### src/rtl/uart_rx_pkg.sv
// Shared UART constants: line-rate defaults, frame shape and parity helper.
// Used by both the receive and transmit sides of the link.
package uart_rx_pkg;

    localparam int DEF_BAUD    = 9600;
    localparam int DEF_SYS_CLK = 50_000_000;
    localparam int DATA_BITS   = 8;
    localparam bit PARITY_ODD  = 1'b1;

    function automatic int baud_max(input int sys_clk, input int baud);
        return sys_clk / baud - 1;
    endfunction

    function automatic logic parity_of(input logic [DATA_BITS-1:0] d);
        return PARITY_ODD ? ~^d : ^d;
    endfunction

endpackage

### src/rtl/uart_sync.sv
// Two-flop synchronizer for an asynchronous single-bit input.
// Reset value is a parameter so idle-high lines come out of reset idle.
module uart_sync #(
    parameter logic RST_VAL = 1'b1
) (
    input  logic clk,
    input  logic rst_n,
    input  logic d,
    output logic q
);

    logic meta_q;
    logic sync_q;

    always_ff @(posedge clk or negedge rst_n) begin
        if (!rst_n) begin
            meta_q <= RST_VAL;
            sync_q <= RST_VAL;
        end else begin
            meta_q <= d;
            sync_q <= meta_q;
        end
    end

    assign q = sync_q;

endmodule

### src/rtl/uart_rx.sv
// UART receiver: 1 start, 8 data LSB-first, odd parity, 1 stop.
// Delivers every frame with a 1-cycle strobe plus parity/frame error flags.
module uart_rx
    import uart_rx_pkg::*;
#(
    parameter int BAUD    = DEF_BAUD,
    parameter int SYS_CLK = DEF_SYS_CLK
) (
    input  logic       clk,
    input  logic       rst_n,
    input  logic       in_data,
    output logic [7:0] out_data,
    output logic       out_en,
    output logic       out_err_parity,
    output logic       out_err_frame
);

    localparam int MAX   = baud_max(SYS_CLK, BAUD);
    localparam int HALF  = MAX / 2;
    localparam int WIDTH = $clog2(MAX + 1);
    localparam int IDX_W = $clog2(DATA_BITS);

    localparam logic [WIDTH-1:0] CNT_MAX  = WIDTH'(MAX);
    localparam logic [WIDTH-1:0] CNT_HALF = WIDTH'(HALF);
    localparam logic [IDX_W-1:0] IDX_LAST = IDX_W'(DATA_BITS - 1);

    typedef enum logic [2:0] {
        S_IDLE,
        S_START,
        S_DATA,
        S_PARITY,
        S_STOP,
        S_WAIT_HIGH
    } state_t;

    logic rx_s;

    uart_sync #(.RST_VAL(1'b1)) u_sync (
        .clk   (clk),
        .rst_n (rst_n),
        .d     (in_data),
        .q     (rx_s)
    );

    state_t                 state_q,     state_d;
    logic [WIDTH-1:0]       cnt_q,       cnt_d;
    logic [IDX_W-1:0]       bit_idx_q,   bit_idx_d;
    logic [DATA_BITS-1:0]   shift_q,     shift_d;
    logic                   par_q,       par_d;
    logic                   rx_prev_q,   rx_prev_d;
    logic [7:0]             out_data_q,  out_data_d;
    logic                   out_en_q,    out_en_d;
    logic                   err_par_q,   err_par_d;
    logic                   err_frm_q,   err_frm_d;

    always_comb begin
        state_d    = state_q;
        cnt_d      = (cnt_q == CNT_MAX) ? '0 : cnt_q + 1'b1;
        bit_idx_d  = bit_idx_q;
        shift_d    = shift_q;
        par_d      = par_q;
        rx_prev_d  = rx_s;
        out_data_d = out_data_q;
        out_en_d   = 1'b0;
        err_par_d  = 1'b0;
        err_frm_d  = 1'b0;

        unique case (state_q)
            S_IDLE: begin
                cnt_d = '0;
                if (rx_prev_q && !rx_s) begin
                    state_d = S_START;
                end
            end
            S_START: begin
                if (cnt_q == CNT_HALF) begin
                    cnt_d     = '0;
                    bit_idx_d = '0;
                    state_d   = rx_s ? S_IDLE : S_DATA;
                end
            end
            S_DATA: begin
                if (cnt_q == CNT_MAX) begin
                    shift_d[bit_idx_q] = rx_s;
                    bit_idx_d = bit_idx_q + 1'b1;
                    if (bit_idx_q == IDX_LAST) begin
                        state_d = S_PARITY;
                    end
                end
            end
            S_PARITY: begin
                if (cnt_q == CNT_MAX) begin
                    par_d   = rx_s;
                    state_d = S_STOP;
                end
            end
            S_STOP: begin
                if (cnt_q == CNT_MAX) begin
                    out_en_d   = 1'b1;
                    out_data_d = shift_q;
                    err_par_d  = par_q != parity_of(shift_q);
                    err_frm_d  = !rx_s;
                    // idling at the stop mid-sample leaves margin for a back-to-back start
                    state_d    = rx_s ? S_IDLE : S_WAIT_HIGH;
                end
            end
            S_WAIT_HIGH: begin
                cnt_d = '0;
                if (rx_s) begin
                    state_d = S_IDLE;
                end
            end
            default: begin
                cnt_d   = '0;
                state_d = S_IDLE;
            end
        endcase
    end

    always_ff @(posedge clk or negedge rst_n) begin
        if (!rst_n) begin
            state_q    <= S_IDLE;
            cnt_q      <= '0;
            bit_idx_q  <= '0;
            shift_q    <= '0;
            par_q      <= 1'b0;
            rx_prev_q  <= 1'b1;
            out_data_q <= '0;
            out_en_q   <= 1'b0;
            err_par_q  <= 1'b0;
            err_frm_q  <= 1'b0;
        end else begin
            state_q    <= state_d;
            cnt_q      <= cnt_d;
            bit_idx_q  <= bit_idx_d;
            shift_q    <= shift_d;
            par_q      <= par_d;
            rx_prev_q  <= rx_prev_d;
            out_data_q <= out_data_d;
            out_en_q   <= out_en_d;
            err_par_q  <= err_par_d;
            err_frm_q  <= err_frm_d;
        end
    end

    assign out_data       = out_data_q;
    assign out_en         = out_en_q;
    assign out_err_parity = err_par_q;
    assign out_err_frame  = err_frm_q;

endmodule

### config.mk
export PLATFORM = sky130hd
export DESIGN_NAME = uart_rx
export DESIGN_NICKNAME = d
export VERILOG_FILES = /design/src/rtl/uart_rx_pkg.sv /design/src/rtl/uart_sync.sv /design/src/rtl/uart_rx.sv
export SDC_FILE = /design/constraint.sdc
export NUM_CORES = 1
export LEC_CHECK = 0
export CELL_PAD_IN_SITES_DETAIL_PLACEMENT = 1
export CELL_PAD_IN_SITES_GLOBAL_PLACEMENT = 2
export CORE_ASPECT_RATIO = 1.75
export CORE_MARGIN = 1
export CORE_UTILIZATION = 39
export DETAILED_ROUTE_END_ITERATION = 16
export GPL_TIMING_DRIVEN = 0
export PLACE_DENSITY_LB_ADDON = 0.2
export SLEW_MARGIN = 20
export SYNTH_ARGS = -nofsm -noshare
export SYNTH_HDL_FRONTEND = slang
export SYNTH_HIERARCHICAL = 1
export SYNTH_SLANG_ARGS = --single-unit
### constraint.sdc
create_clock -name clk -period 2.5 [get_ports clk]
set_clock_uncertainty 0.2 [all_clocks]
set_input_delay 0.5 -clock clk [delete_from_list [all_inputs] [get_ports clk]]
set_output_delay 0.5 -clock clk [all_outputs]
set_load 0.02 [all_outputs]
# Word-level counts from Yosys, hierarchy flattened
# Index checks and enable logic that the tools add are counted.
[word_totals] reg_bits=42 inputBits=3 output_inout_bits=11 wordCells=69
[classes] n_addsub=2 order_cmp=2 eq_ne=16 mux=25 reduce_logical=12
[op_table] cell="$mux W3" n=10
[op_table] cell="$mux W13" n=2
[op_table] cell="$pmux W13 S2" n=1
[op_table] cell="$pmux W3 S6" n=1
[op_table] cell="$add A13 B1 Y13 const B" n=1
[op_table] cell="$eq A13 B12 Y1 const B" n=1
[op_table] cell="$eq A13 B13 Y1 const B" n=1
[op_table] cell="$ne A2 B2 Y1 const B" n=6
[op_table] cell="$eq A3 B3 Y1 const B" n=3
[op_table] cell="$bwmux W8" n=1
[op_table] cell="$reduce_xnor A8 Y1" n=1
[op_table] cell="$mux W1" n=7
[op_table] cell="$reduce_and A7 Y1" n=1
[op_table] cell="$eq A3 B2 Y1 const B" n=2
[op_table] cell="$pmux W3 S2" n=1
[op_table] cell="$reduce_and A2 Y1" n=3
[op_table] cell="$lt A3 B4 Y1 const B" n=1
[op_table] cell="$add A3 B1 Y3 const B" n=1
[op_table] cell="$demux W1 S3" n=1
[op_table] cell="$eq A3 B1 Y1 const B" n=1
[op_table] cell="$ge A3 B1 Y1 const B" n=1
[op_table] cell="$logic_not A3 Y1" n=1
[op_table] cell="$reduce_and A3 Y1" n=1
[op_table] cell="$reduce_or A3 Y1" n=1
[op_table] cell="other kinds (6)" n=7

# Longest topological paths before layout
[depth] word_depth=5 mapped_depth=6 ltp_nobuf=6

# Modules after synthesis
# Netlist, hierarchy kept.
[by_module_without_submodules] module="uart_rx" n_inst=1 cells_per_inst=180 area_each_um2=2064.5 seq_area_each_um2=1002.2
[by_module_without_submodules] module="uart_sync" n_inst=1 cells_per_inst=2 area_each_um2=52.6 seq_area_each_um2=52.6

# Least setup slack after synthesis
# OpenSTA, ideal clock, no wires.
[synth_timing] kind="register -> register" startpoint="register cnt_q[0]" endpoint="register out_data_q[0], in the netlist out_data[0]" setup_ps=125 arrival_time_ps=1757 required_time_ps=2175 slack_ps=418 path_stages_with_launch=7 n_path_buf=1 period_less_slack_ps=2082 path_cell_list="dfrtp_1 ha_1 and4bb_4 nand4_1 or3_4 buf_6 mux2_4"
[synth_via] elab_chain_len=2
[synth_rtl] item="start: declaration" line="uart_rx.sv:46" rtl="logic [WIDTH-1:0] cnt_q, cnt_d;"
[synth_rtl] item="start signal: assignment" line="uart_rx.sv:134" rtl="cnt_q <= cnt_d;"
[synth_rtl] item="$eq A13 B13 Y1" line="uart_rx.sv:98" rtl="if (cnt_q == CNT_MAX) begin"
[synth_rtl] item="$reduce_and A2 Y1 (no source line)"
[synth_rtl] item="end signal: assignment" line="uart_rx.sv:139" rtl="out_data_q <= out_data_d;"
[synth_rtl] item="end: declaration" line="uart_rx.sv:51" rtl="logic [7:0] out_data_q, out_data_d;"
# No other way between the ends.
# A chain may end at the register's enable or synchronous reset.

# Final worst setup path
[layout_timing] startpoint="register cnt_q[0]" endpoint="register shift_q[2]"
[layout_via] elab_chain_len=2
[layout_rtl] item="$eq A13 B13 Y1" line="uart_rx.sv:83" rtl="if (cnt_q == CNT_MAX) begin"
[layout_rtl] item="$reduce_and A2 Y1 (no source line)"
[layout_rtl] item="end signal: assignment" line="uart_rx.sv:136" rtl="shift_q <= shift_d;"
[layout_rtl] item="end: declaration" line="uart_rx.sv:48" rtl="logic [DATA_BITS-1:0] shift_q, shift_d;"
# No other way between the ends.

==> out/results.ini <==
[critical_path]
criticalPathCategory=reg2reg
crit_chain=ha_1 > and4bb_4 > nand4_2 > nor4b_1 > mux2_2
start_kind=register
worstPathRequired_ns=2.49
crit_path_end_kind=register
worst-path-max-fanout=7
max_stage_delay_ns=0.42
worstPathArrival_ns=2.29
critical-path-slowest-cell=dfrtp_1

[floorplanning]
core.rowCount=35
pin_count=14
start_util_pct=40.3
die_h_um=99.5
coreArea_sq_mm=0.00526
design.die.area_sq_mm=0.00574
die_w_um=57.7

[clocking]
worst_setup_hold_path_clk_slew_ns=0.09
numCtsBuffers=5
cts_buffer_depth=2
clkSinkCount=42
cts-root-buf=clkbuf_8
cts_tree=done
clk_latency_ns=0.30
cts_max_level=2
postCtsSetupRepairBufs=0

[timing]
tns_ns=0
hold_violations=0
worstMarginPinSlew_ns=0.522
setup_viol=0
rsz0062_at_grt=false
fin_crit_sh_pct=91.9
slew_headroom_pct=65.2
fmax_mhz=435
slew_viol_final=0
finalCriticalPeriod_ns=2.30

[place]
dp_cells=251
io_buffer_count=13
gp_congestion=0.785
hpwl_um=3710

[logic_synthesis]
synth_edf_count=0
syn-num-nets=188
ys_types=48
synth_seq_area_share_pct=49.8
yosys_register_bits=42
syn_area_per_cell_sq_um=11.6
syn_area_sq_mm=0.00212
ys_warn_count=6
synthCells=182
async_flop_share_pct=100
ys.flop_type=dfrtp_1

[final_layout]
layoutNonFillerInstCount=260
layout.nets=210
drive_above_1_share_pct=21.0
antennaDiodeCount=0
fillCellCount=561
syn2layout_area_growth_pct=18.0

[power_and_ir_drop]
p_int_uw=1200
p_leak_uw=0.00111
power.switching_uw=410
irDropWorstVdd_mv=0.368
p_comb_share_pct=11.8
p_clk_share_pct=40.0
netSwitchingFraction_pct=25.5
finalPower_uw=1610
power.density_mw_per_mm2=644
seqPwrFrac_pct=48.2

[global_route]
grt_use_total_pct=19.2
grt_pass1_vias=1753
overflow=0
grt_max_degree=24
grt_pass1_wl_um=8330
grt_antenna_before_repair=0

[route]
routed_wl_um=4790
wl_per_cell_um=18.4
remaining_drc_errors=3
vias_per_cell=5.72
drt_iter0_markers=19
dr.pass1.iters=10
vias=1488
drtAntennaViolNets=0

[worst_hold_path]
worstHoldPathType=reg2reg

[run_status]
outcome=finished with violations
violations=design-rule violations

[job]
drv_cap=0

[stage by stage]
| step | hold slack (ns) | cell area [sq um] | setup WS (ns) | utilization [%] |
|---|---|---|---|---|
| 2_1_floorplan | 0.00441 | 2120 | 0.418 | - |
| 5_1_grt | 0.167 | 2500 | 0.0432 | 47.5 |
| 3_3_place_gp | 0.146 | 2320 | -0.304 | 44.1 |
| 4_1_cts | 0.161 | 2490 | 0.154 | 47.3 |
| 3_5_place_dp | 0.149 | 2340 | 0.161 | 44.5 |
| 6_report | 0.159 | 2500 | 0.203 | 47.5 |
[routing by layer]
| metal | track usage, % | wire length, um | vias to the layer above |
|---|---|---|---|
| met1 | 18.7 | 1670 | 759 |
| met5 | 0 | 0 | - |
| li1 | - | - | 701 |
| met2 | 38.3 | 2940 | 19 |
| met3 | 2.86 | 90 | 9 |
| met4 | 8.06 | 93 | 0 |
[cell type report]
type	count	area, sq um	area share, %
buffer	9	48.8	1.95
clock buffer	5	68.8	2.76
clock inverter	3	68.8	2.76
sequential	42	1050	42.2
inverter	7	26.3	1.05
tap	55	68.8	2.76
timing repair buffer	15	163	6.51
multi-input combinational	124	998	40.0
[cell usage after synthesis, types with 2 or more instances]
library cell / number / area [sq um]
dfstp_2: 3 / 78.8
mux2_4: 7 / 105
o21ai_0: 4 / 20.0
or3_1: 4 / 25.0
nand4b_1: 2 / 17.5
nor2_1: 13 / 48.8
mux2_2: 9 / 101
a22o_1: 2 / 17.5
nor2b_1: 2 / 12.5
nor4_1: 3 / 18.8
and4bb_4: 2 / 32.5
nand2_1: 4 / 15.0
inv_1: 7 / 26.3
nor3_1: 10 / 50.1
nor3b_1: 2 / 15.0
nand4_1: 7 / 43.8
a21oi_1: 3 / 15.0
xor2_1: 4 / 35.0
buf_2: 3 / 15.0
nand3_1: 8 / 40.0
xnor2_1: 12 / 105
nor4b_1: 2 / 17.5
dfrtp_1: 39 / 976
ha_1: 3 / 37.5
clkbuf_1: 4 / 15.0
[registers in the layout (all words and copies together) (netlist names)]
name and cells:
bit_idx_q 3, out_en 1, u_sync/q 1, u_sync/meta_q 1, shift_q 8, out_err_parity 1, rx_prev_q 1, par_q 1
out_data 8, cnt_q 13, out_err_frame 1, state_q 3
[path summary, 6_finish.rpt]
path | start | to | slack (ns) | cells past startpoint
setup reg to reg | cnt_q[0]$_DFF_PN0_ | shift_q[2]$_DFFE_PN0P_ | 0.20 | 5
setup / recovery | cnt_q[0]$_DFF_PN0_ | shift_q[2]$_DFFE_PN0P_ | 0.20 | 5
max in group asynchronous | rst_n | u_sync/meta_q$_DFF_PN1_ | 1.02 | 3
hold / removal | u_sync/meta_q$_DFF_PN1_ | u_sync/q$_DFF_PN1_ | 0.16 | 0
hold reg to reg | u_sync/meta_q$_DFF_PN1_ | u_sync/q$_DFF_PN1_ | 0.16 | 0
min in group asynchronous | rst_n | out_data[3]$_DFFE_PN0P_ | 0.50 | 2
[power by group through the flow]
stage | clock (uW) | sequential (uW) | combinational [uW]
finish | 643 | 776 | 190
global route | 686 | 785 | 218
CTS | 663 | 776 | 192
global placement | 0 | 787 | 170
detailed placement | 0 | 790 | 190
floorplan | 0 | 774 | 127
[placed cells by master, fill, tap and decap left out, drive strengths merged, types with 4 or more instances in the layout]
cell	count
dfrtp	39
mux2	17
nor2	13
xnor2	12
clkdlybuf4s50	12
nor3	10
clkbuf	9
nand3	8
nand4	8
inv	7
buf	7
or3	5
nand2	4
o21ai	4
xor2	4
[repair_timing]
item	CTS	global route
hold endpoints to repair	19	0
setup endpoints to repair	0	3
hold buffers	1	0
gates resized for setup	0	1
[logic make-up after synthesis]
logic type | after synthesis | share of synthesized area (%)
AO/OA/AOI/OAI | 15 | 5.14
XOR/XNOR | 17 | 7.68
adder cells (fa/ha/maj) | 3 | 1.77
buffers and inverters | 16 | 3.55
flip-flops | 42 | 49.8
multiplexers | 17 | 10.3
AND/OR/NAND/NOR | 72 | 21.7
[critical path, delay by kind of cell, from the launching register on]
kind | cells | cell delay (ns)
AND/OR/NAND/NOR | 3 | 0.90
adder cells (fa/ha/maj) | 1 | 0.29
multiplexers | 1 | 0.38
flip-flops | 1 | 0.42
(Power assumes the default switching activity.)
